## config.mk

```make
export PLATFORM = sky130hd
export DESIGN_NAME = uart_fp_multiplier
export DESIGN_NICKNAME = d
export VERILOG_FILES = /design/src/rtl/uart_fp_multiplier.sv
export SDC_FILE = /design/constraint.sdc
export NUM_CORES = 2
export LEC_CHECK = 0
export ABC_AREA = 1
export CORE_ASPECT_RATIO = 1.25
export CORE_MARGIN = 1.5
export CORE_UTILIZATION = 30
export DETAILED_ROUTE_END_ITERATION = 6
export GPL_ROUTABILITY_DRIVEN = 0
export GPL_TIMING_DRIVEN = 0
export SYNTH_ARGS = -nofsm -noshare
export SYNTH_HDL_FRONTEND = slang
export SYNTH_SLANG_ARGS = --single-unit
```

## constraint.sdc

```tcl
create_clock -name i_Clock -period 6.5 [get_ports i_Clock]
set_input_delay 1.95 -clock i_Clock [delete_from_list [all_inputs] [get_ports i_Clock]]
set_output_delay 1.95 -clock i_Clock [all_outputs]
set_load 0.03 [all_outputs]
```

## src/rtl/uart_fp_multiplier.sv

```systemverilog
// rtl/uart_fp_multiplier.sv - 8N1 UART receiver feeding an operand assembler and a 3-stage FP32 multiplier
//
// Ports:
//   i_Clock           system clock, rising edge
//   rst_n             asynchronous active-low reset
//   i_Rx_Serial       UART line, idles high
//   o_Rx_DV           one-cycle pulse per received byte
//   o_Rx_Byte         last received byte
//   o_A, o_B          operands (bytes 1-4 and 5-8 of a frame, MSB first)
//   o_Operands_Valid  one-cycle pulse when o_A/o_B are complete
//   o_Z               product A*B, held between results
//   o_Done            one-cycle pulse when o_Z is updated
module uart_fp_multiplier #(
    parameter int CLKS_PER_BIT = 87
) (
    input  logic        i_Clock,
    input  logic        rst_n,
    input  logic        i_Rx_Serial,
    output logic        o_Rx_DV,
    output logic [7:0]  o_Rx_Byte,
    output logic [31:0] o_A,
    output logic [31:0] o_B,
    output logic        o_Operands_Valid,
    output logic [31:0] o_Z,
    output logic        o_Done
);

    localparam int CW = $clog2(CLKS_PER_BIT + 1);
    localparam logic [CW-1:0] CNT_LAST = CW'(CLKS_PER_BIT - 1);
    localparam logic [CW-1:0] CNT_HALF = CW'((CLKS_PER_BIT - 1) / 2);

    typedef enum logic [2:0] {
        S_IDLE,
        S_START,
        S_DATA,
        S_STOP,
        S_CLEANUP
    } rx_state_t;

    // special-case classes carried down the multiplier pipeline
    localparam logic [1:0] K_NORM = 2'd0;
    localparam logic [1:0] K_ZERO = 2'd1;
    localparam logic [1:0] K_INF  = 2'd2;
    localparam logic [1:0] K_NAN  = 2'd3;

    // ---------------- UART receiver ----------------
    rx_state_t      state_q, state_d;
    logic           rx_meta_q, rx_meta_d;
    logic           rx_sync_q, rx_sync_d;
    logic [CW-1:0]  clk_cnt_q, clk_cnt_d;
    logic [2:0]     bit_idx_q, bit_idx_d;
    logic [7:0]     shift_q, shift_d;
    logic [7:0]     rx_byte_q, rx_byte_d;
    logic           rx_dv_q, rx_dv_d;

    // state register
    always_ff @(posedge i_Clock or negedge rst_n) begin
        if (!rst_n) state_q <= S_IDLE;
        else        state_q <= state_d;
    end

    // next-state logic
    always_comb begin
        state_d = state_q;
        case (state_q)
            S_IDLE:    if (!rx_sync_q) state_d = S_START;
            // mid-start-bit check rejects short low glitches
            S_START:   if (clk_cnt_q == CNT_HALF) state_d = rx_sync_q ? S_IDLE : S_DATA;
            S_DATA:    if (clk_cnt_q == CNT_LAST && bit_idx_q == 3'd7) state_d = S_STOP;
            S_STOP:    if (clk_cnt_q == CNT_LAST) state_d = S_CLEANUP;
            S_CLEANUP: state_d = S_IDLE;
            default:   state_d = S_IDLE;
        endcase
    end

    // datapath / output logic
    always_comb begin
        rx_meta_d = i_Rx_Serial;
        rx_sync_d = rx_meta_q;
        clk_cnt_d = clk_cnt_q;
        bit_idx_d = bit_idx_q;
        shift_d   = shift_q;
        rx_byte_d = rx_byte_q;
        rx_dv_d   = 1'b0;
        case (state_q)
            S_IDLE: begin
                clk_cnt_d = '0;
                bit_idx_d = '0;
            end
            S_START: clk_cnt_d = (clk_cnt_q == CNT_HALF) ? '0 : clk_cnt_q + 1'b1;
            S_DATA: begin
                if (clk_cnt_q == CNT_LAST) begin
                    clk_cnt_d          = '0;
                    shift_d[bit_idx_q] = rx_sync_q;
                    bit_idx_d          = bit_idx_q + 3'd1;
                end else begin
                    clk_cnt_d = clk_cnt_q + 1'b1;
                end
            end
            S_STOP: begin
                if (clk_cnt_q == CNT_LAST) begin
                    clk_cnt_d = '0;
                    rx_dv_d   = 1'b1;
                    rx_byte_d = shift_q;
                end else begin
                    clk_cnt_d = clk_cnt_q + 1'b1;
                end
            end
            default: clk_cnt_d = '0;
        endcase
    end

    always_ff @(posedge i_Clock or negedge rst_n) begin
        if (!rst_n) begin
            rx_meta_q <= 1'b1;
            rx_sync_q <= 1'b1;
            clk_cnt_q <= '0;
            bit_idx_q <= '0;
            shift_q   <= '0;
            rx_byte_q <= '0;
            rx_dv_q   <= 1'b0;
        end else begin
            rx_meta_q <= rx_meta_d;
            rx_sync_q <= rx_sync_d;
            clk_cnt_q <= clk_cnt_d;
            bit_idx_q <= bit_idx_d;
            shift_q   <= shift_d;
            rx_byte_q <= rx_byte_d;
            rx_dv_q   <= rx_dv_d;
        end
    end

    // ---------------- operand assembler ----------------
    logic [2:0]  byte_cnt_q, byte_cnt_d;
    logic [31:0] a_q, a_d, b_q, b_d;
    logic        opv_q, opv_d;

    always_comb begin
        byte_cnt_d = byte_cnt_q;
        a_d        = a_q;
        b_d        = b_q;
        opv_d      = 1'b0;
        if (rx_dv_q) begin
            byte_cnt_d = byte_cnt_q + 3'd1;
            if (!byte_cnt_q[2]) a_d = {a_q[23:0], rx_byte_q};
            else                b_d = {b_q[23:0], rx_byte_q};
            opv_d = (byte_cnt_q == 3'd7);
        end
    end

    always_ff @(posedge i_Clock or negedge rst_n) begin
        if (!rst_n) begin
            byte_cnt_q <= '0;
            a_q        <= '0;
            b_q        <= '0;
            opv_q      <= 1'b0;
        end else begin
            byte_cnt_q <= byte_cnt_d;
            a_q        <= a_d;
            b_q        <= b_d;
            opv_q      <= opv_d;
        end
    end

    // ---------------- FP32 multiplier ----------------
    // stage 1: unpack and classify
    logic        s1_vld_q, s1_vld_d, s1_sign_q, s1_sign_d;
    logic [1:0]  s1_kind_q, s1_kind_d;
    logic [7:0]  s1_ea_q, s1_ea_d, s1_eb_q, s1_eb_d;
    logic [23:0] s1_ma_q, s1_ma_d, s1_mb_q, s1_mb_d;
    // stage 2: multiply mantissas, add exponents
    logic        s2_vld_q, s2_vld_d, s2_sign_q, s2_sign_d;
    logic [1:0]  s2_kind_q, s2_kind_d;
    logic [8:0]  s2_esum_q, s2_esum_d;
    logic [47:0] s2_prod_q, s2_prod_d;
    // stage 3: normalize, round, pack
    logic [31:0] z_q, z_d;
    logic        done_q, done_d;

    logic        a_zero, a_inf, a_nan, b_zero, b_inf, b_nan;
    logic        norm, guard_b, round_b, sticky_b, round_up, carry;
    logic [22:0] frac_pre;
    logic [23:0] frac_rnd;
    logic [9:0]  e_tmp;
    logic [31:0] result;

    always_comb begin
        // subnormal inputs count as zero
        a_zero = (a_q[30:23] == 8'h00);
        b_zero = (b_q[30:23] == 8'h00);
        a_inf  = (a_q[30:23] == 8'hFF) && (a_q[22:0] == '0);
        b_inf  = (b_q[30:23] == 8'hFF) && (b_q[22:0] == '0);
        a_nan  = (a_q[30:23] == 8'hFF) && (a_q[22:0] != '0);
        b_nan  = (b_q[30:23] == 8'hFF) && (b_q[22:0] != '0);

        if (a_nan || b_nan || (a_zero && b_inf) || (a_inf && b_zero)) s1_kind_d = K_NAN;
        else if (a_inf || b_inf)                                       s1_kind_d = K_INF;
        else if (a_zero || b_zero)                                     s1_kind_d = K_ZERO;
        else                                                           s1_kind_d = K_NORM;

        // a newer operand set kills whatever is further down the pipe
        s1_vld_d  = opv_q;
        s1_sign_d = a_q[31] ^ b_q[31];
        s1_ea_d   = a_q[30:23];
        s1_eb_d   = b_q[30:23];
        s1_ma_d   = {1'b1, a_q[22:0]};
        s1_mb_d   = {1'b1, b_q[22:0]};

        s2_vld_d  = s1_vld_q && !opv_q;
        s2_sign_d = s1_sign_q;
        s2_kind_d = s1_kind_q;
        s2_esum_d = {1'b0, s1_ea_q} + {1'b0, s1_eb_q};
        s2_prod_d = s1_ma_q * s1_mb_q;

        // product of two [1,2) mantissas lies in [1,4); bit 47 means >= 2
        norm     = s2_prod_q[47];
        frac_pre = norm ? s2_prod_q[46:24] : s2_prod_q[45:23];
        guard_b  = norm ? s2_prod_q[23] : s2_prod_q[22];
        round_b  = norm ? s2_prod_q[22] : s2_prod_q[21];
        sticky_b = norm ? (|s2_prod_q[21:0]) : (|s2_prod_q[20:0]);
        round_up = guard_b && (round_b || sticky_b || frac_pre[0]);
        frac_rnd = {1'b0, frac_pre} + {23'd0, round_up};
        carry    = frac_rnd[23];  // all-ones fraction rounded up: fraction is now zero
        // biased exponent + 127, kept positive to avoid signed arithmetic
        e_tmp    = {1'b0, s2_esum_q} + {9'd0, norm} + {9'd0, carry};

        case (s2_kind_q)
            K_NAN:  result = 32'h7FC0_0000;
            K_INF:  result = {s2_sign_q, 8'hFF, 23'd0};
            K_ZERO: result = {s2_sign_q, 31'd0};
            default: begin
                if (e_tmp <= 10'd127)      result = {s2_sign_q, 31'd0};
                else if (e_tmp >= 10'd382) result = {s2_sign_q, 8'hFF, 23'd0};
                else                       result = {s2_sign_q, 8'(e_tmp - 10'd127), frac_rnd[22:0]};
            end
        endcase

        done_d = s2_vld_q && !s1_vld_q && !opv_q;
        z_d    = done_d ? result : z_q;
    end

    always_ff @(posedge i_Clock or negedge rst_n) begin
        if (!rst_n) begin
            s1_vld_q  <= 1'b0;
            s1_sign_q <= 1'b0;
            s1_kind_q <= K_NORM;
            s1_ea_q   <= '0;
            s1_eb_q   <= '0;
            s1_ma_q   <= '0;
            s1_mb_q   <= '0;
            s2_vld_q  <= 1'b0;
            s2_sign_q <= 1'b0;
            s2_kind_q <= K_NORM;
            s2_esum_q <= '0;
            s2_prod_q <= '0;
            z_q       <= '0;
            done_q    <= 1'b0;
        end else begin
            s1_vld_q  <= s1_vld_d;
            s1_sign_q <= s1_sign_d;
            s1_kind_q <= s1_kind_d;
            s1_ea_q   <= s1_ea_d;
            s1_eb_q   <= s1_eb_d;
            s1_ma_q   <= s1_ma_d;
            s1_mb_q   <= s1_mb_d;
            s2_vld_q  <= s2_vld_d;
            s2_sign_q <= s2_sign_d;
            s2_kind_q <= s2_kind_d;
            s2_esum_q <= s2_esum_d;
            s2_prod_q <= s2_prod_d;
            z_q       <= z_d;
            done_q    <= done_d;
        end
    end

    assign o_Rx_DV          = rx_dv_q;
    assign o_Rx_Byte        = rx_byte_q;
    assign o_A              = a_q;
    assign o_B              = b_q;
    assign o_Operands_Valid = opv_q;
    assign o_Z              = z_q;
    assign o_Done           = done_q;

endmodule

```

Yosys cells after proc, flatten, opt, wreduce, memory -nomap -nowiden
Cells that the tools add are included.
{"block": "totals", "regBits": 262, "inputBits": 3, "output_inout_bits": 107}
{"block": "op_classes", "add_sub_neg": 8, "n_mul": 1, "order_cmp": 4, "eq_ne": 17, "mux": 27, "bitwise_logic": 2, "n_reduce_logical": 38}
{"cell": "32-bit case mux with 3 select lines", "n": 1}
{"cell": "31-bit two-way mux", "n": 2}
{"cell": "24-bit by 24-bit multiplier with 48-bit output", "n": 1}
{"cell": "23-bit zero test", "n": 2}
{"cell": "23-bit nonzero test", "n": 2}
{"cell": "23-bit by 1-bit adder with 24-bit output", "n": 1}
{"cell": "23-bit two-way mux", "n": 1}
{"cell": "22-bit OR reduction", "n": 1}
{"cell": "21-bit OR reduction", "n": 1}
{"cell": "8-bit == test, second input constant", "n": 2}
{"cell": "8-bit zero test", "n": 2}
{"cell": "3-bit two-way mux", "n": 5}
{"cell": "7-bit two-way mux", "n": 2}
{"cell": "7-bit case mux with 2 select lines", "n": 1}
{"cell": "1-bit logical AND", "n": 12}
{"cell": "3-bit case mux with 4 select lines", "n": 1}
{"cell": "10-bit by 1-bit adder with 10-bit output", "n": 1}
{"cell": "9-bit by 1-bit adder with 10-bit output", "n": 1}
{"cell": "10-bit by 9-bit >= comparator with 1-bit output, second input constant", "n": 1}
{"cell": "10-bit by 7-bit less-or-equal comparator with 1-bit output, second input constant", "n": 1}
{"cell": "2-bit inequality test, second input constant", "n": 5}
{"cell": "2-bit AND reduction", "n": 5}
{"cell": "8-bit by 8-bit adder with 9-bit output", "n": 1}
{"cell": "8-bit bitwise mux", "n": 1}
{"cell": "other kinds (24)", "n": 44}

Longest topological paths before layout
{"block": "logic_depth", "ltp_word": 11, "depth_mapped": 30, "ltp_nobuf": 28}

Worst setup path before layout
Ideal clock, no wire load.
{"block": "synth_timing", "path_type": "register -> register", "startpoint": "register s1_mb_q[9]", "endpoint": "register s2_prod_q[41]", "setup_time_ns": 0.079, "arrival_time_ns": 5.759, "required_ns": 6.421, "path_slack_ns": 0.662, "path_stages_with_launch": 25, "n_path_buf": 1, "path_cell_list": "dfrtp_1 > clkbuf_1 > nand2_1 > fa_1 > fa_1 > inv_1 > fa_1 > inv_1 > fa_1 > inv_1 > fa_1 > fa_1 > inv_1 > fa_1 > inv_1 > ha_1 > nand2_1 > nor2_1 > inv_1 > nor2_1 > inv_1 > nor4_1 > nand3_1 > nand3_1 > xor2_1"}
{"block": "synth_via", "elab_chain_len": 1}
{"element": "start: declaration", "line_no": "170", "text": "logic [23:0] s1_ma_q, s1_ma_d, s1_mb_q, s1_mb_d;"}
{"element": "start signal: assignment", "line_no": "265", "text": "s1_mb_q <= s1_mb_d;"}
{"element": "24-bit by 24-bit multiplier with 48-bit output", "line_no": "213", "text": "s2_prod_d = s1_ma_q * s1_mb_q;"}
{"element": "via s2_prod_d[41]", "line_no": "175", "text": "logic [47:0] s2_prod_q, s2_prod_d;"}
{"element": "end signal: assignment", "line_no": "270", "text": "s2_prod_q <= s2_prod_d;"}
{"element": "end: declaration", "line_no": "175"}
The timed path passes the listed nets, and every way through them passes these cells.
A chain may end at the register's enable or synchronous reset.

Worst setup path after layout
{"block": "layout_timing", "startpoint": "register s1_ma_q[13]", "endpoint": "register s2_prod_q[41]"}
{"block": "layout_via", "elab_chain_len": 1}
{"element": "start: declaration", "line_no": "170"}
{"element": "start signal: assignment", "line_no": "264", "text": "s1_ma_q <= s1_ma_d;"}
{"element": "24-bit by 24-bit multiplier with 48-bit output", "line_no": "213"}
{"element": "via s2_prod_d[41]", "line_no": "175"}
The timed path passes the listed nets, and every way through them passes these cells.

==> flow_metrics.py <==
metrics = {
    "synth": {
        "synth_edf_count": 0,
        "synthTopCellsByCount": "inv_1 (1024), nand2_1 (962), fa_1 (484)",
        "yosys_warnings": 0,
        "syn_nets": 4421,
        "syn_area_per_cell_sq_um": 8.14,
        "ys_types": 49,
        "ys_ff_latch": 261,
        "ys_seq_area_share_pct": 21.5,
        "synthTopCellsByArea": "fa_1 (32%), dfrtp_1 (21%), inv_1 (13%)",
        "synthCells": 3741,
        "async_reset_ff_share_pct": 100,
        "yosys.area.top_type": "fa_1",
        "netlist_area_sq_um": 30400,
        "synth_top_area_share_pct": 31.8,
        "ys.flop_type": "dfrtp_1",
        "synthMostInstantiatedCell": "inv_1",
    },
    "global_routing": {
        "grt_pass1_vias": 25907,
        "grt_pass1_wl_um": 151000,
        "grt_max_degree": 120,
        "grt_overflow_total": 0,
        "antenna_found_initial": 1,
        "grt.total_usage_pct": 19.5,
    },
    "clock_tree": {
        "cts_tree": "yes",
        "cts_hold_buf": 0,
        "cts_made_buffers": 27,
        "cts-root-buf": "clkbuf_16",
        "clkSinkCount": 261,
        "clk_latency_ns": 0.60,
        "path_clk_slew_ns": 0.07,
        "htree_levels": 1,
        "clock_path_buffers": 3,
    },
    "layout": {
        "drive_gt1_share_pct": 9.36,
        "diodes": 0,
        "nets": 4602,
        "area_growth_syn_to_layout_pct": 16.9,
        "instances_no_fill": 5261,
        "fill_cells": 10470,
        "fin_area_sq_um": 35600,
    },
    "run_status": {
        "outcome": "completed",
    },
    "route": {
        "viasPerCell": 4.73,
        "wl_per_cell_um": 19.2,
        "num_vias": 24874,
        "detail-route-antenna-nets": 0,
        "drc_errors": 0,
        "wl_um": 101000,
        "first_pass_iters": 6,
        "drt-initial-drc-count": 1822,
    },
    "floorplanning": {
        "die_w_um": 288,
        "core_sq_um": 101000,
        "design.die.area_sq_um": 103000,
        "pin_count": 110,
        "rows": 130,
        "fp.dieH_um": 359,
        "initial_core_util_pct": 30.3,
    },
    "timing": {
        "finClkSkew_ns": 0.0273,
        "setup_slack_ns": 0.0826,
        "hold_viol": 0,
        "drv_slew": 0,
        "clock.fmax_ghz": 0.156,
        "rsz0062_at_grt": "yes",
        "post-route-min-period_ns": 6.42,
        "fin_crit_sh_pct": 98.7,
        "setup_violations": 0,
        "slew_headroom_pct": 47.4,
        "tightest_slew_ns": 0.789,
    },
    "pwr": {
        "power_frac_clock_pct": 48.9,
        "internal_power_mw": 2.70,
        "pwr_density_cell_nw_per_um2": 98.9,
        "p_comb_share_pct": 4.1,
        "ir_drop_uv": 197,
        "p_switching_mw": 0.820,
        "leakage_nw": 19.6,
        "p_total_mw": 3.52,
        "swShare_pct": 23.3,
        "pwr-share-seq_pct": 47.0,
    },
    "worst_setup_path": {
        "slowest_delay_ns": 0.58,
        "crit_slowest_cell": "fa_1",
        "reg2reg_from": "s1_ma_q[13]$_DFF_PN0_",
        "r2r_cells": 25,
        "endpoint_kind": "register",
        "cp-endpoint": "s2_prod_q[41]$_DFF_PN0_",
        "crit_type": "register to register",
        "start_kind": "register",
        "worstSetupStartpoint": "s1_ma_q[13]$_DFF_PN0_",
        "cp.arrival_ns": 6.92,
        "rrSetupSlack_ns": 0.08,
        "crit_fanout": 6,
        "crit_cells": 25,
        "crit_path_frequent_cell": "fa_1",
        "path_buf_inv": 9,
        "path_delay_family": "adder cells",
        "crit_required_ns": 7.00,
        "reg2reg_to": "s2_prod_q[41]$_DFF_PN0_",
    },
    "worst_hold_path": {
        "hold_path_class": "register to register",
        "hold_path_startpoint": "s1_kind_q[0]$_DFF_PN0_",
    },
    "place": {
        "dp.cells": 5172,
        "placed_area_sq_um": 33300,
        "portBuffers": 109,
        "dp_slack_ns": -1.04,
        "dp_hpwl_um": 82400,
    },
    "job": {
        "max_cap_viol_count": 0,
    },
}
-- sequential cells by signal, summed over array words and instances, names as in the netlist, 7 cells and up --
signal / flops
clk_cnt_q: 7
shift_q: 8
s1_ma_q: 24
o_B: 32
s1_mb_q: 23
o_Z: 32
o_A: 32
s1_eb_q: 8
s2_esum_q: 9
s1_ea_q: 8
s2_prod_q: 48
o_Rx_Byte: 8
-- per-layer routing --
layer	track usage [%]	share of wire (%)
met2	33.9	49
met5	0	0.066
met4	14.1	8.9
met3	3.20	7.0
met1	21.1	35
-- timing repair --
item / CTS / global route
setup buffers: 15 / 27
resized for setup: 233 / 201
endpoints found under the setup margin: 33 / 30
gates cloned: 0 / 0
pin swaps: 0 / 17
-- logic make-up (layout without fill, tap and decap cells) --
family                   Yosys count  in the layout  share of synthesized area, %
buffers and inverters           1155           1355                          14.4
adder cells (fa/ha/maj)          677            677                          39.8
AND/OR/NAND/NOR                 1308           1308                          17.4
other                              1              1                        0.0123
flip-flops                       261            261                          21.5
AO/OA/AOI/OAI                    267            267                          4.82
multiplexers                       9              9                         0.333
XOR/XNOR                          63             63                          1.81
-- through the flow --
| stage | TNS, ns | util, % | hold WS, ns |
|---|---|---|---|
| floorplan | 0 | - | 0.331 |
| global placement | -1979.61 | 33.0 | 0.333 |
| detailed placement | -23.71 | 33.1 | 0.337 |
| CTS | 0 | 34.7 | 0.352 |
| global route | -0.186 | 35.4 | 0.362 |
| finish | 0 | 35.4 | 0.350 |
-- cells in the final DEF, fill, tap and decap left out, drive strengths merged, types with 2 or more instances in the layout --
cell type,Yosys,layout
inv,1030,1033
nand2,975,975
fa,484,484
dfrtp,259,259
ha,193,193
nor2,182,182
o21ai,152,152
buf,12,114
clkdlybuf4s50,0,108
clkbuf,110,88
a21oi,79,79
nand3,77,77
xor2,41,41
nand4,30,30
xnor2,22,22
nor3,20,20
o21bai,16,16
nor4,16,16
mux2,9,9
clkinv,3,8
a31oi,5,5
bufinv,0,4
a21o,4,4
o211ai,4,4
and3,3,3
and2,3,3
o21a,2,2
dfstp,2,2
a21boi,2,2
-- how the worst min path moves through the flow --
stage | end | cells after the start
2_1_floorplan | s2_kind_q[0]$_DFF_PN0_ | 0
3_3_place_gp | s2_kind_q[0]$_DFF_PN0_ | 0
3_5_place_dp | s2_kind_q[0]$_DFF_PN0_ | 0
4_1_cts | s2_kind_q[0]$_DFF_PN0_ | 0
5_1_grt | rx_sync_q$_DFF_PN1_ | 0
6_report | s2_kind_q[0]$_DFF_PN0_ | 0
-- cell type report --
class                      instances  area (sq um)  area share [%]
inverter                        1033          3880            10.9
timing repair buffer             153          1530            4.29
buffer                           121          1090            3.06
multi-input combinational       2325         19900            55.9
tap                             1320          1650            4.64
clock inverter                    12           198           0.555
clock buffer                      36           790            2.22
sequential                       261          6580            18.5
-- power by group through the flow --
stage	registers [mW]	logic (mW)	clock network (mW)
finish	1.66	0.144	1.72
global route	1.66	0.164	1.81
CTS	1.66	0.144	1.75
detailed placement	1.68	0.143	0
global placement	1.69	0.136	0
floorplan	1.68	0.0817	0
No activity file was read; power rests on OpenSTA's default activity.
